<file path="src/rtl/io_supply_seq_pkg.sv">
// Shared types for the VDDIO supply sequencer.
//  - 3-bit state encodings and the io_seq_state_e enum built on them.
//  - io_seq_out_t: the registered output bundle, plus a decoder that maps a
//    state onto that bundle. The top loads its output registers through this
//    decoder.
package io_supply_seq_pkg;

    localparam logic [2:0] ENC_OFF      = 3'd0;
    localparam logic [2:0] ENC_DEBOUNCE = 3'd1;
    localparam logic [2:0] ENC_RET_HOLD = 3'd2;
    localparam logic [2:0] ENC_RELEASE  = 3'd3;
    localparam logic [2:0] ENC_ACTIVE   = 3'd4;
    localparam logic [2:0] ENC_DISABLE  = 3'd5;
    localparam logic [2:0] ENC_FAULT    = 3'd6;

    typedef enum logic [2:0] {
        ST_OFF      = ENC_OFF,
        ST_DEBOUNCE = ENC_DEBOUNCE,
        ST_RET_HOLD = ENC_RET_HOLD,
        ST_RELEASE  = ENC_RELEASE,
        ST_ACTIVE   = ENC_ACTIVE,
        ST_DISABLE  = ENC_DISABLE,
        ST_FAULT    = ENC_FAULT
    } io_seq_state_e;

    typedef struct packed {
        logic ret;
        logic oe;
        logic ready;
        logic fault;
    } io_seq_out_t;

    // Pads are released only in RELEASE, ACTIVE and DISABLE. Output enable
    // is on only in ACTIVE. The fault flag is high exactly while in FAULT,
    // so it clears on the same edge the FSM leaves FAULT.
    function automatic io_seq_out_t decode_outputs(input io_seq_state_e st);
        io_seq_out_t o;
        o.ret   = !(st == ST_RELEASE || st == ST_ACTIVE || st == ST_DISABLE);
        o.oe    = (st == ST_ACTIVE);
        o.ready = (st == ST_ACTIVE);
        o.fault = (st == ST_FAULT);
        return o;
    endfunction

endpackage

</file>
<file path="src/rtl/io_sync_ff.sv">
// Multi-flop synchronizer for a single asynchronous level.
// Ports:
//  clk    in  1  destination clock
//  rst_n  in  1  synchronous, active-low reset (chain clears to 0)
//  d      in  1  asynchronous input
//  q      out 1  synchronized output (last stage)
module io_sync_ff #(
    parameter int STAGES = 2
) (
    input  logic clk,
    input  logic rst_n,
    input  logic d,
    output logic q
);

    logic [STAGES-1:0] chain;

    always_ff @(posedge clk) begin
        if (!rst_n) begin
            chain <= '0;
        end else begin
            chain <= {chain[STAGES-2:0], d};
        end
    end

    assign q = chain[STAGES-1];

endmodule

</file>
<file path="src/rtl/io_supply_sequencer.sv">
// Sequencer for the 3.3V VDDIO supply pads in the IO ring.
// It debounces the VDDIO power-good flag, then controls pad retention and
// the global pad output enable. It also gives the core a ready/fault
// handshake.
// Ports:
//  clk          in  1  core clock
//  rst_n        in  1  synchronous, active-low reset
//  vddio_ok_i   in  1  asynchronous power-good, 1 = supply in range
//  io_en_req_i  in  1  level, core requests IO operation
//  fault_clr_i  in  1  pulse, clears the sticky fault (FAULT state only)
//  pad_ret_o    out 1  1 = pads held in retention/isolation
//  pad_oe_en_o  out 1  global pad output enable
//  io_ready_o   out 1  IO ring usable (ACTIVE)
//  fault_o      out 1  sticky, supply lost while released or active
//  state_o      out 3  current FSM state (debug)
module io_supply_sequencer
    import io_supply_seq_pkg::*;
#(
    parameter int DEB_CYCLES    = 1024,
    parameter int SETTLE_CYCLES = 64,
    parameter int SYNC_STAGES   = 2
) (
    input  logic       clk,
    input  logic       rst_n,
    input  logic       vddio_ok_i,
    input  logic       io_en_req_i,
    input  logic       fault_clr_i,
    output logic       pad_ret_o,
    output logic       pad_oe_en_o,
    output logic       io_ready_o,
    output logic       fault_o,
    output logic [2:0] state_o
);

    localparam int CNT_MAX = (DEB_CYCLES > SETTLE_CYCLES) ? DEB_CYCLES : SETTLE_CYCLES;
    localparam int CNT_W   = $clog2(CNT_MAX + 1);
    localparam logic [CNT_W-1:0] DEB_LOAD    = CNT_W'(DEB_CYCLES - 1);
    localparam logic [CNT_W-1:0] SETTLE_LOAD = CNT_W'(SETTLE_CYCLES - 1);

    logic             ok_s;
    io_seq_state_e    state;
    io_seq_state_e    state_nxt;
    logic [CNT_W-1:0] cnt;
    logic [CNT_W-1:0] cnt_nxt;
    io_seq_out_t      out_nxt;

    io_sync_ff #(.STAGES(SYNC_STAGES)) u_ok_sync (
        .clk   (clk),
        .rst_n (rst_n),
        .d     (vddio_ok_i),
        .q     (ok_s)
    );

    // Next-state logic. Supply loss is tested first in every state, so it
    // takes priority over request-driven and count-driven transitions.
    always_comb begin
        state_nxt = state;
        case (state)
            ST_OFF: begin
                if (ok_s) state_nxt = ST_DEBOUNCE;
            end
            ST_DEBOUNCE: begin
                if (!ok_s)          state_nxt = ST_OFF;
                else if (cnt == '0) state_nxt = ST_RET_HOLD;
            end
            ST_RET_HOLD: begin
                if (!ok_s)                         state_nxt = ST_OFF;
                else if (io_en_req_i && !fault_o)  state_nxt = ST_RELEASE;
            end
            ST_RELEASE: begin
                if (!ok_s)          state_nxt = ST_FAULT;
                else if (cnt == '0) state_nxt = ST_ACTIVE;
            end
            ST_ACTIVE: begin
                if (!ok_s)             state_nxt = ST_FAULT;
                else if (!io_en_req_i) state_nxt = ST_DISABLE;
            end
            ST_DISABLE: begin
                if (!ok_s)          state_nxt = ST_FAULT;
                else if (cnt == '0) state_nxt = ST_RET_HOLD;
            end
            ST_FAULT: begin
                if (fault_clr_i) state_nxt = ok_s ? ST_RET_HOLD : ST_OFF;
            end
            default: state_nxt = ST_OFF;
        endcase
    end

    // Shared down-counter. It is loaded when a counting state is entered.
    // Otherwise it counts down and holds at 0 (never wraps).
    always_comb begin
        cnt_nxt = cnt;
        if (state_nxt != state) begin
            case (state_nxt)
                ST_DEBOUNCE:           cnt_nxt = DEB_LOAD;
                ST_RELEASE, ST_DISABLE: cnt_nxt = SETTLE_LOAD;
                default:               cnt_nxt = '0;
            endcase
        end else if (cnt != '0) begin
            cnt_nxt = cnt - CNT_W'(1);
        end
    end

    assign out_nxt = decode_outputs(state_nxt);

    // The outputs are decoded from the next state, so they change on the
    // same edge as the state register.
    always_ff @(posedge clk) begin
        if (!rst_n) begin
            state       <= ST_OFF;
            cnt         <= '0;
            pad_ret_o   <= 1'b1;
            pad_oe_en_o <= 1'b0;
            io_ready_o  <= 1'b0;
            fault_o     <= 1'b0;
        end else begin
            state       <= state_nxt;
            cnt         <= cnt_nxt;
            pad_ret_o   <= out_nxt.ret;
            pad_oe_en_o <= out_nxt.oe;
            io_ready_o  <= out_nxt.ready;
            fault_o     <= out_nxt.fault;
        end
    end

    assign state_o = state;

endmodule

</file>
<file path="config.mk">
export PLATFORM = sky130hd
export DESIGN_NAME = io_supply_sequencer
export DESIGN_NICKNAME = d
export VERILOG_FILES = /design/src/rtl/io_supply_seq_pkg.sv /design/src/rtl/io_sync_ff.sv /design/src/rtl/io_supply_sequencer.sv
export SDC_FILE = /design/constraint.sdc
export NUM_CORES = 1
export LEC_CHECK = 0
export CAP_MARGIN = 5
export CORE_ASPECT_RATIO = 1.25
export CORE_MARGIN = 1.5
export CORE_UTILIZATION = 29
export DETAILED_ROUTE_END_ITERATION = 8
export SLEW_MARGIN = 40
export SYNTH_ARGS = -nofsm -noshare
export SYNTH_HDL_FRONTEND = slang
export SYNTH_SLANG_ARGS = --single-unit
</file>
<file path="constraint.sdc">
create_clock -name clk -period 3.3 [get_ports clk]
set_clock_uncertainty 0.05 [all_clocks]
set_input_delay 0.495 -clock clk [delete_from_list [all_inputs] [get_ports clk]]
set_output_delay 0.495 -clock clk [all_outputs]
set_load 0.03 [all_outputs]
</file>
* After elaboration in Yosys (flattened, before gate mapping)
Index checks and enable logic that the tools add are counted.
Cells by class: add/subtract/negate cells 1, eq/ne operators 12, reduce and logical (&&, ||, !) cells 10, mux-type cells 16
Operators by type and width (number):
- 3-bit 2-to-1 mux | 11
- 11-bit 2-to-1 mux | 2
- 3-bit one-hot mux with 7 select lines | 1
- 10-bit one-hot mux with 2 select lines | 1
- 3-bit equality test, second input constant | 6
- 11-bit logical NOT | 1
- 11-bit nonzero test | 1
- 11-bit by 1-bit subtractor with 11-bit output, second input constant | 1
- 3-bit by 2-bit equality test with 1-bit output, second input constant | 3
- 3-bit by 1-bit equality test with 1-bit output, second input constant | 2
- 3-bit logical NOT | 1
- 3-bit != test | 1
- 1-bit logical NOT | 2
- 1-bit logical OR | 2
- 2-bit 2-to-1 mux | 1
- 2-bit nonzero test | 1
- 2-bit OR reduction | 1
- 1-bit logical AND | 1
Word-level totals: output and inout port bits 7, word-level logic and storage cells 45, input port bits 5, bits in registers 19

* Longest topological paths before layout
Gate-level depths: netlist of run 1.
depth after elaboration 9, depth in mapped cells 8, gate-level depth less buffers 7

* Cells and area by module
From an unflattened synthesis of run 1, not the netlist that was laid out.
Unflattened totals: cells, all modules 117, area, all modules 994.7 µm²
Modules (own cells, without submodules):
- io_supply_sequencer | times used 1, cells each 113, area an instance 942.2 µm²
- io_sync_ff | times used 1, cells each 4, area an instance 52.6 µm²

* Worst setup path after synthesis of run 1
Ideal clock, no wire load.
path kind register -> register, from register cnt[0], to register cnt[0], stages on the path, launching flop included 9, arrival time 2.105 ns, period minus slack after synthesis 2.284 ns, data required time 3.121 ns, path slack 1.016 ns, path through dfxtp_1 inv_1 ha_1 or3b_1 clkbuf_1 nor4b_4 or4b_1 o221ai_1 nor2_1
On the way: word-level cells in the longest chain between the ends 8, elaborated cells between the ends (all ways) 18, those cells by class add/sub: 1; eq/ne: 4; mux: 9; reduce/logical: 4
RTL lines:
- start: declaration | line io_supply_sequencer.sv:43 | logic [CNT_W-1:0] cnt;
- start signal: assignment | line io_supply_sequencer.sv:118 | cnt <= cnt_nxt;
- 11-bit logical NOT | line io_supply_sequencer.sv:64, io_supply_sequencer.sv:72, io_supply_sequencer.sv:80
- 3-bit 2-to-1 mux, on equally long branches | line io_supply_sequencer.sv:64, io_supply_sequencer.sv:80, io_supply_sequencer.sv:72
- 3-bit 2-to-1 mux, on equally long branches | line io_supply_sequencer.sv:79, io_supply_sequencer.sv:63, io_supply_sequencer.sv:71
- 3-bit one-hot mux with 7 select lines | line io_supply_sequencer.sv:58 | case (state)
- 3-bit by 2-bit equality test with 1-bit output or 3-bit equality test (tied branches) | line io_supply_sequencer.sv:94 | case (state_nxt)
- 2-bit OR reduction | line io_supply_sequencer.sv:94
- 10-bit one-hot mux with 2 select lines | line io_supply_sequencer.sv:94
- 11-bit 2-to-1 mux | line io_supply_sequencer.sv:93 | if (state_nxt != state) begin
Parallel ways exist; a longest one is shown, timed or not. The select of a mux whose other input is x is not followed. A chain may end at the register's enable or synchronous reset.

* Final worst setup path of run 1
from register cnt[0], to register cnt[5]
The elaborated chain is that of the path after synthesis.

==> flow_summary_export.csv, run 1 <==
group,metric,value,unit
run_status,outcome,"finished clean",
clocking,clk_path_buf_depth,2,
routing,drt_iter0_markers,14,
timing,tightest_slew,0.584,ns
global_route,grt_pass1_wl,3620,um
yosys,ys_types,45,
timing,hold_violations,0,
floorplan,die_y,69.0,um
worst_setup_path,path_cells,"inv_1, ha_1, or3b_1, nor4b_4, o22ai_1, a21boi_1, and4b_1",
worst_setup_path,slowest_delay,0.49,ns
global_route,grt_max_degree,15,
worst_setup_path,critPathMaxFanout,9,
floorplan,row_count,23,
power_and_ir_drop,design_power_total,0.918,mW
timing,fmax,394,MHz
final_layout,syn_to_final_growth,17.0,%
power_and_ir_drop,p_leak,0.436,nW
routing,dr.pass1.iters,5,
final_layout,utilization,0.363,
final_layout,n_fill_cell,341,
clocking,cts_hold_buf,0,
routing,post_drt_wl_per_cell,12.5,um
timing,final-max-slew-violation-count,0,
final_layout,finalNetCount,131,
global_route,grt-ovfl-total,0,
yosys,synth_top_cell_by_area,"dfxtp_1",
yosys,synth_flop_cell,"dfxtp_1",
worst_setup_path,end_kind,"flop",
yosys,syn_area,1010,sq um
floorplan,ios,12,
worst_setup_path,cp_num_buf_inv,1,
yosys,yosysMostFrequentCell,"dfxtp_1",
clocking,cts_setup_buffers,0,
clocking,path_clk_slew,0.07,ns
yosys,synth-edff-count,0,
worst_setup_path,startpoint_type,"flop",
global_route,grt_pass1_vias,818,
yosys,async_flop_share,0,
yosys,syn-num-nets,122,
final_layout,stdcell_area,1180,sq um
yosys,synthCells,116,
hold_path,hp-start,"u_ok_sync.chain[0]",
clocking,cts.sinks,19,
yosys,syn_area_per_cell,8.70,sq um
timing,setup_viol,0,
floorplan,initial_core_util,0.311,
worst_setup_path,cp_slowest_cell,"or3b_1",
placed_design,pre_cts_ws,0.785,ns
final_layout,instances_no_fill,161,
yosys,synth-seq-cells,19,
worst_setup_path,r2r-start,"cnt[0]",
job,drv_cap,0,
yosys,ys_top_cells_by_area,"dfxtp_1 38%, xnor2_1 5.2%, nor2_1 4.1%",
global_route,antenna_found_initial,0,
placed_design,dpl.hpwl,1520,um
routing,antenna_left,0,
power_and_ir_drop,power.density,777,nW/um^2
yosys,ys_seq_area_frac,0.377,
clocking,cts_buffers,3,
final_layout,num_antenna_cells,0,
placed_design,place_area,1140,sq um
routing,post_drt_via_cell_ratio,5.40,
timing,slew_headroom,0.606,
timing,finalSetupTns,0,ns
routing,drc,0,
clocking,h-tree-depth,1,
clocking,cts-root-buf,"clkbuf_8",
global_route,grt_use_total,0.120,
clocking,cts_resized,0,
floorplan,dieArea,3850,sq um
timing,fin_hold_ws,0.392,ns
timing,min_period,2.54,ns
clocking,clkLatencyLatePin,0.26,ns
worst_setup_path,critical_path_class,"reg2reg",
worst_setup_path,crit_required,3.40,ns
timing,period_share,0.770,
worst_setup_path,crit_start,"cnt[0]",
routing,vias,870,
placed_design,port_buffers,11,
routing,wirelength,2010,um
yosys,synth_commonest_cells,"19 x dfxtp_1, 11 x nor2_1, 8 x nand2_1, 8 x nand3_1, 7 x o21ai_0",
worst_setup_path,crit_family,"simple AND/OR/NAND/NOR gates",
placed_design,gp_congestion,0.790,
clocking,cts_tree,"done",
timing,rsz0062_at_grt,"no",
placed_design,numPlacedInstances,157,
worst_setup_path,arrival,2.65,ns
final_layout,drive_gt1_frac,0.0806,
timing,fin_ws,0.759,ns
hold_path,hold_path.class,"reg2reg",
floorplan,core_area,3250,sq um
power_and_ir_drop,vdd_drop_max,565,uV
yosys,synth_top_area_frac,0.377,
yosys,yosys_warnings,0,
floorplan,die_width,55.8,um
## worst paths after layout
path / endpoint / slack [ns] / cells past startpoint
worst max-delay path: cnt[5] / 0.76 / 7
worst min-delay path: u_ok_sync.chain[1] / 0.39 / 1
worst max register to register: cnt[5] / 0.76 / 7
worst min register to register: u_ok_sync.chain[1] / 0.39 / 1
## cell usage in the layout, fill, tap and decap left out, drive strengths merged, types with 3 or more instances in the layout
| cell type | Yosys | layout |
|---|---|---|
| dfxtp | 19 | 19 |
| nor2 | 11 | 11 |
| clkdlybuf4s50 | 0 | 11 |
| nand2 | 8 | 8 |
| nand3 | 8 | 8 |
| o21ai | 7 | 7 |
| xnor2 | 6 | 6 |
| inv | 4 | 4 |
| clkbuf | 6 | 4 |
| o211ai | 3 | 3 |
| a21oi | 3 | 3 |
| and2 | 3 | 3 |
| nor3 | 3 | 3 |
| or4b | 3 | 3 |
## where the power goes
group,switching (mW),internal (mW)
clock network,0.0768,0.0859
registers,0.0619,0.289
logic,0.199,0.206
total,0.337,0.580
## worst register-to-register path, cell delays in order, from the launching register on
cell,delay [ns]
dfxtp_1,0.35
inv_1,0.07
ha_1,0.17
or3b_1,0.49
nor4b_4,0.48
o22ai_1,0.19
a21boi_1,0.40
and4b_1,0.24
## state kept, by name (all words and copies together), names as in the netlist
register         count
fault_o              1
pad_ret_o            1
state_o              3
u_ok_sync.chain      2
io_ready_o           1
cnt                 11
## area by class of cell
cell class,instances,area (sq um),share of cell area
multi-input cells,86,584,0.495
flip-flops and latches,19,380,0.322
inverters,4,15.0,0.0127
repair buffers,11,110,0.0932
clock buffers,4,45.0,0.0381
well taps,37,46.3,0.0392
## per-layer routing
layer | GRT usage | up-vias | wire, um
met4 | 0.0915 | 0 | 59
met2 | 0.192 | 16 | 968
met1 | 0.147 | 417 | 922
met5 | 0 | - | 0
met3 | 0.0168 | 5 | 62
li1 | - | 432 | -
## cells by family after synthesis
kind of cell	Yosys count	synth area share
flops	19	0.377
mux	1	0.00991
buf+inv	11	0.0446
xor+xnor	7	0.0607
fa+ha+maj	1	0.0124
compound gates	25	0.175
simple gates	52	0.321
No activity file was read; power rests on OpenSTA's default activity.
==> run 2: changes to the inputs <==
==> constraint.sdc (replaced) <==
create_clock -name clk -period 2.1 [get_ports clk]
set_clock_uncertainty 0.05 [all_clocks]
set_input_delay 0.315 -clock clk [delete_from_list [all_inputs] [get_ports clk]]
set_output_delay 0.315 -clock clk [all_outputs]
set_load 0.03 [all_outputs]
==> flow_summary_export.csv, run 2 (synthesis gave the netlist of run 1 again) <==
group,metric,value,unit
worst_setup_path,cp_num_buf_inv,3,
routing,wirelength,2470,um
floorplan,dieArea,3850,sq um
worst_setup_path,arrival,2.25,ns
floorplan,die_width,55.8,um
placed_design,gp_congestion,0.859,
hold_path,hold_path.class,"reg2reg",
worst_setup_path,crit_required,2.24,ns
final_layout,drive_gt1_frac,0.336,
power_and_ir_drop,power.density,1300,nW/um^2
clocking,cts_buffers,3,
clocking,cts-root-buf,"clkbuf_8",
routing,drt_iter0_markers,13,
routing,antenna_left,0,
clocking,clk_path_buf_depth,2,
clocking,cts.sinks,19,
final_layout,instances_no_fill,186,
worst_setup_path,end_kind,"flop",
final_layout,final_cell_mix,"23 x buf_4, 17 x dfxtp_1, 11 x nor2_1, 11 x clkdlybuf4s50_1, 8 x nand2_1",
floorplan,initial_core_util,0.311,
run_status,outcome,"finished, violations left",
routing,post_drt_via_cell_ratio,5.26,
power_and_ir_drop,p_leak,0.581,nW
final_layout,num_antenna_cells,0,
timing,hold_violations,0,
placed_design,dpl.hpwl,1770,um
timing,rsz0062_at_grt,"yes",
final_layout,top_register,"cnt",
global_route,grt-ovfl-total,0,
routing,post_drt_wl_per_cell,13.3,um
final_layout,finalNetCount,156,
worst_setup_path,critPathMostFrequentCell,"buf_4",
floorplan,row_count,23,
floorplan,ios,12,
routing,dr.pass1.iters,4,
timing,slew_headroom,0.475,
timing,tightest_slew,0.777,ns
worst_setup_path,startpoint_type,"flop",
global_route,grt_pass1_wl,3960,um
global_route,grt_use_total,0.131,
global_route,grt_pass1_vias,938,
worst_setup_path,path_cells,"or4_4, buf_4, nor4_4, buf_4, a21oi_1, a211oi_2, buf_4, mux2i_1",
worst_setup_path,slowest_delay,0.55,ns
final_layout,largest_reg_flops,11,
final_layout,syn_to_final_growth,44.0,%
clocking,cts_tree,"done",
timing,final-max-slew-violation-count,0,
final_layout,n_fill_cell,336,
placed_design,port_buffers,11,
global_route,grt_max_degree,14,
clocking,h-tree-depth,1,
worst_setup_path,cp_slowest_cell,"or4_4",
global_route,antenna_found_initial,0,
clocking,path_clk_slew,0.08,ns
clocking,clkLatencyLatePin,0.25,ns
floorplan,die_y,69.0,um
run_status,violations,"setup timing",
placed_design,pre_cts_ws,-0.0835,ns
timing,period_share,1.01,
floorplan,core_area,3250,sq um
timing,fmax,473,MHz
final_layout,layout_commonest_cell,"buf_4",
power_and_ir_drop,vdd_drop_max,747,uV
routing,vias,978,
timing,min_period,2.12,ns
clocking,cts_hold_buf,0,
routing,drc,0,
placed_design,numPlacedInstances,179,
worst_setup_path,crit_family,"simple AND/OR/NAND/NOR gates",
timing,setup_viol,2,
job,drv_cap,0,
timing,fin_ws,-0.0163,ns
worst_setup_path,critPathMaxFanout,5,
worst_setup_path,critical_path_class,"reg2reg",
run 2: power by group:
group / leakage (nW) / switching (mW) / total, mW / internal (mW)
combinational: 0.402 / 0.468 / 1.09 / 0.621
clock: 0.0228 / 0.123 / 0.258 / 0.135
sequential: 0.156 / 0.0869 / 0.544 / 0.457
run 2: path summary, 6_finish.rpt:
path	to	startpoint	depth (start not counted)	slack, ns
worst max-delay path	pad_ret_o	cnt[4]	8	-0.02
worst min-delay path	u_ok_sync.chain[1]	u_ok_sync.chain[0]	1	0.38
worst max register to register	pad_ret_o	cnt[4]	8	-0.02
worst min register to register	u_ok_sync.chain[1]	u_ok_sync.chain[0]	1	0.38
run 2: area by class of cell:
class	instances	area [sq um]	area share
multi-input cells	86	659	0.454
flip-flops and latches	19	383	0.263
repair buffers	36	305	0.210
well taps	37	46.3	0.0318
clock buffers	4	45.0	0.0310
inverters	4	15.0	0.0103
run 2: timing repair:
action,4_1_cts,5_1_grt
endpoints found under the setup margin,11,12
pin swaps,0,8
gates resized for setup,1,16
setup buffers,0,3
run 2: per-stage QoR:
stage / hold WS [ns] / power, mW / util / cell area, sq um / TNS [ns]
floorplan: 0.362 / 1.15 / - / 1040 / -0.646
global placement: 0.369 / 1.44 / 0.407 / 1330 / -0.185
detailed placement: 0.370 / 1.46 / 0.407 / 1330 / -0.295
CTS: 0.386 / 1.74 / 0.422 / 1370 / -0.101
global route: 0.404 / 2.01 / 0.447 / 1450 / -0.507
finish: 0.383 / 1.89 / 0.447 / 1450 / -0.0192
run 2: per-layer routing:
| metal | part of all wire | vias to the layer above | track usage |
|---|---|---|---|
| li1 | - | 483 | - |
| met1 | 0.44 | 468 | 0.149 |
| met2 | 0.51 | 21 | 0.241 |
| met3 | 0.034 | 6 | 0.0243 |
| met4 | 0.016 | 0 | 0.0610 |
| met5 | 0 | - | 0 |
==> run 3: changes to the inputs <==
--- a/config.mk
+++ b/config.mk
@@ -7,10 +7,11 @@
 export LEC_CHECK = 0
 export CAP_MARGIN = 5
 export CORE_ASPECT_RATIO = 1.25
-export CORE_MARGIN = 1.5
+export CORE_MARGIN = 2
 export CORE_UTILIZATION = 29
 export DETAILED_ROUTE_END_ITERATION = 8
 export SLEW_MARGIN = 40
 export SYNTH_ARGS = -nofsm -noshare
 export SYNTH_HDL_FRONTEND = slang
+export SYNTH_HIERARCHICAL = 1
 export SYNTH_SLANG_ARGS = --single-unit
==> flow_summary_export.csv, run 3 <==
group,metric,value,unit
worst_setup_path,critical_path_class,"reg2reg",
global_route,grt_pass1_wl,4240,um
timing,final-max-slew-violation-count,0,
placed_design,dpl.hpwl,1990,um
clocking,cts.sinks,19,
clocking,clkLatencyLatePin,0.25,ns
worst_setup_path,r2r-start,"cnt[7]",
timing,setup_viol,2,
yosys,synth_top_cell_by_area,"dfxtp_1",
timing,finalSetupTns,-0.161,ns
yosys,syn_area,995,sq um
worst_setup_path,end_kind,"flop",
final_layout,regArea,387,sq um
final_layout,layout_commonest_cell,"buf_4",
worst_setup_path,crit_end,"fault_o",
timing,min_period,2.19,ns
yosys,syn_area_per_cell,8.50,sq um
final_layout,drive_gt1_frac,0.307,
floorplan,die_width,56.4,um
floorplan,initial_core_util,0.306,
routing,antenna_left,0,
worst_setup_path,reg2reg_slack,-0.09,ns
final_layout,syn_to_final_growth,42.3,%
floorplan,ios,12,
floorplan,core_area,3250,sq um
yosys,synthCells,117,
clocking,path_clk_slew,0.07,ns
worst_setup_path,crit_start,"cnt[7]",
worst_setup_path,startpoint_type,"flop",
final_layout,top_register,"cnt",
power_and_ir_drop,power.density,1090,nW/um^2
floorplan,dieArea,3920,sq um
final_layout,n_fill_cell,332,
routing,drc,0,
timing,period_share,1.05,
clocking,cts_hold_buf,0,
routing,post_drt_wl_per_cell,13.2,um
routing,dr.pass1.iters,4,
routing,post_drt_via_cell_ratio,5.17,
worst_setup_path,reg2reg_depth,5,
timing,fmax,456,MHz
worst_setup_path,rr_endpoint,"fault_o",
yosys,synth-seq-cells,19,
routing,drt_iter0_markers,15,
final_layout,num_antenna_cells,0,
yosys,yosysMostFrequentCell,"dfxtp_1",
final_layout,largest_reg_flops,11,
timing,fin_hold_ws,0.385,ns
placed_design,gp_congestion,0.905,
yosys,ys_top_cells_by_area,"dfxtp_1 38%, xnor2_1 5.3%, a21oi_1 5.0%",
timing,fin_ws,-0.0949,ns
yosys,synth_top_area_frac,0.382,
yosys,ys_seq_area_frac,0.382,
yosys,yosys_warnings,6,
yosys,synth_flop_cell,"dfxtp_1",
run_status,outcome,"finished, violations left",
global_route,grt_pass1_vias,1000,
global_route,antenna_found_initial,0,
global_route,grt_use_total,0.132,
final_layout,multi_input_area,619,sq um
floorplan,row_count,23,
yosys,syn-num-nets,123,
clocking,cts-root-buf,"clkbuf_8",
global_route,grt_max_degree,12,
routing,vias,982,
yosys,ys_types,39,
final_layout,final_cell_mix,"26 x buf_4, 14 x dfxtp_1, 11 x clkdlybuf4s50_1, 10 x a21oi_1, 9 x nor2_1",
timing,slew_headroom,0.694,
timing,tightest_slew,0.455,ns
power_and_ir_drop,vdd_drop_max,461,uV
timing,hold_violations,0,
power_and_ir_drop,design_power_total,1.54,mW
timing,rsz0062_at_grt,"yes",
clocking,h-tree-depth,1,
yosys,synth_commonest_cells,"19 x dfxtp_1, 10 x a21oi_1, 9 x nor2_1",
yosys,synth-edff-count,0,
hold_path,hold_path.class,"reg2reg",
job,drv_cap,0,
clocking,cts_buffers,3,
run_status,violations,"setup timing",
final_layout,finalNetCount,160,
worst_setup_path,arrival,2.34,ns
worst_setup_path,crit_required,2.24,ns
yosys,async_flop_share,0,
routing,wirelength,2510,um
worst_setup_path,critPathMaxFanout,2,
clocking,clk_path_buf_depth,2,
placed_design,port_buffers,11,
clocking,cts_tree,"done",
global_route,grt-ovfl-total,0,
power_and_ir_drop,p_leak,0.568,nW
floorplan,die_y,69.5,um
## run 3: worst min-delay path by stage
stage / start / to / slack, ns / cells past startpoint
6_report: u_ok_sync/chain[0] / u_ok_sync/chain[1] / 0.39 / 1
3_5_place_dp: u_ok_sync/chain[0] / u_ok_sync/chain[1] / 0.37 / 1
5_1_grt: u_ok_sync/chain[0] / u_ok_sync/chain[1] / 0.41 / 1
2_1_floorplan: rst_n / pad_ret_o / 0.34 / 1
4_1_cts: u_ok_sync/chain[0] / u_ok_sync/chain[1] / 0.39 / 1
3_3_place_gp: u_ok_sync/chain[0] / u_ok_sync/chain[1] / 0.37 / 1
## run 3: kinds of logic after synthesis
family	after synthesis	share of synthesized area
simple gates	51	0.308
compound gates	30	0.192
flops	19	0.382
xor+xnor	8	0.0704
buf+inv	8	0.0340
fa+ha+maj	1	0.0126
## run 3: timing repair
item / 4_1_cts / 5_1_grt
pin swaps: 1 / 0
setup endpoints to repair: 2 / 6
gates resized for setup: 0 / 4
hold endpoints to repair: 0 / 0
cloned: 0 / 0
setup buffers: 0 / 1
## run 3: area by class of cell
| cell class | count | area share |
|---|---|---|
| Multi-Input combinational cell | 90 | 0.438 |
| Sequential cell | 19 | 0.273 |
| Timing Repair Buffer | 37 | 0.216 |
| Tap cell | 37 | 0.0327 |
| Clock buffer | 3 | 0.0292 |
| Inverter | 3 | 0.00796 |
| Clock inverter | 1 | 0.00354 |
## run 3: report_power, final
part / leakage, nW / internal, mW / switching, mW
Sequential: 0.157 / 0.439 / 0.0584
Clock: 0.0255 / 0.132 / 0.114
Combinational: 0.386 / 0.443 / 0.354
## run 3: stage by stage
stage / std cells / utilization / cell area, sq um / setup slack, ns
6_report: 190 / 0.435 / 1420 / -0.0949
5_1_grt: 190 / 0.435 / 1420 / -0.140
4_1_cts: 189 / 0.426 / 1380 / -0.0996
3_5_place_dp: 185 / 0.411 / 1340 / -0.0834
3_3_place_gp: 185 / 0.411 / 1340 / -0.0711
2_1_floorplan: 117 / - / 1020 / -0.0275
## run 3: worst max-delay path, cell delays in order, from the launching register on
cell	delay (ns)
dfxtp_2	0.32
or4_4	0.53
or4_4	0.50
o311a_1	0.30
or3_4	0.33
nor2b_1	0.11
## run 3: routing by layer
metal | part of all wire | track usage
met3 | 0.032 | 0.0224
met2 | 0.53 | 0.246
met5 | 0 | 0
met4 | 0.012 | 0.0608
met1 | 0.42 | 0.142
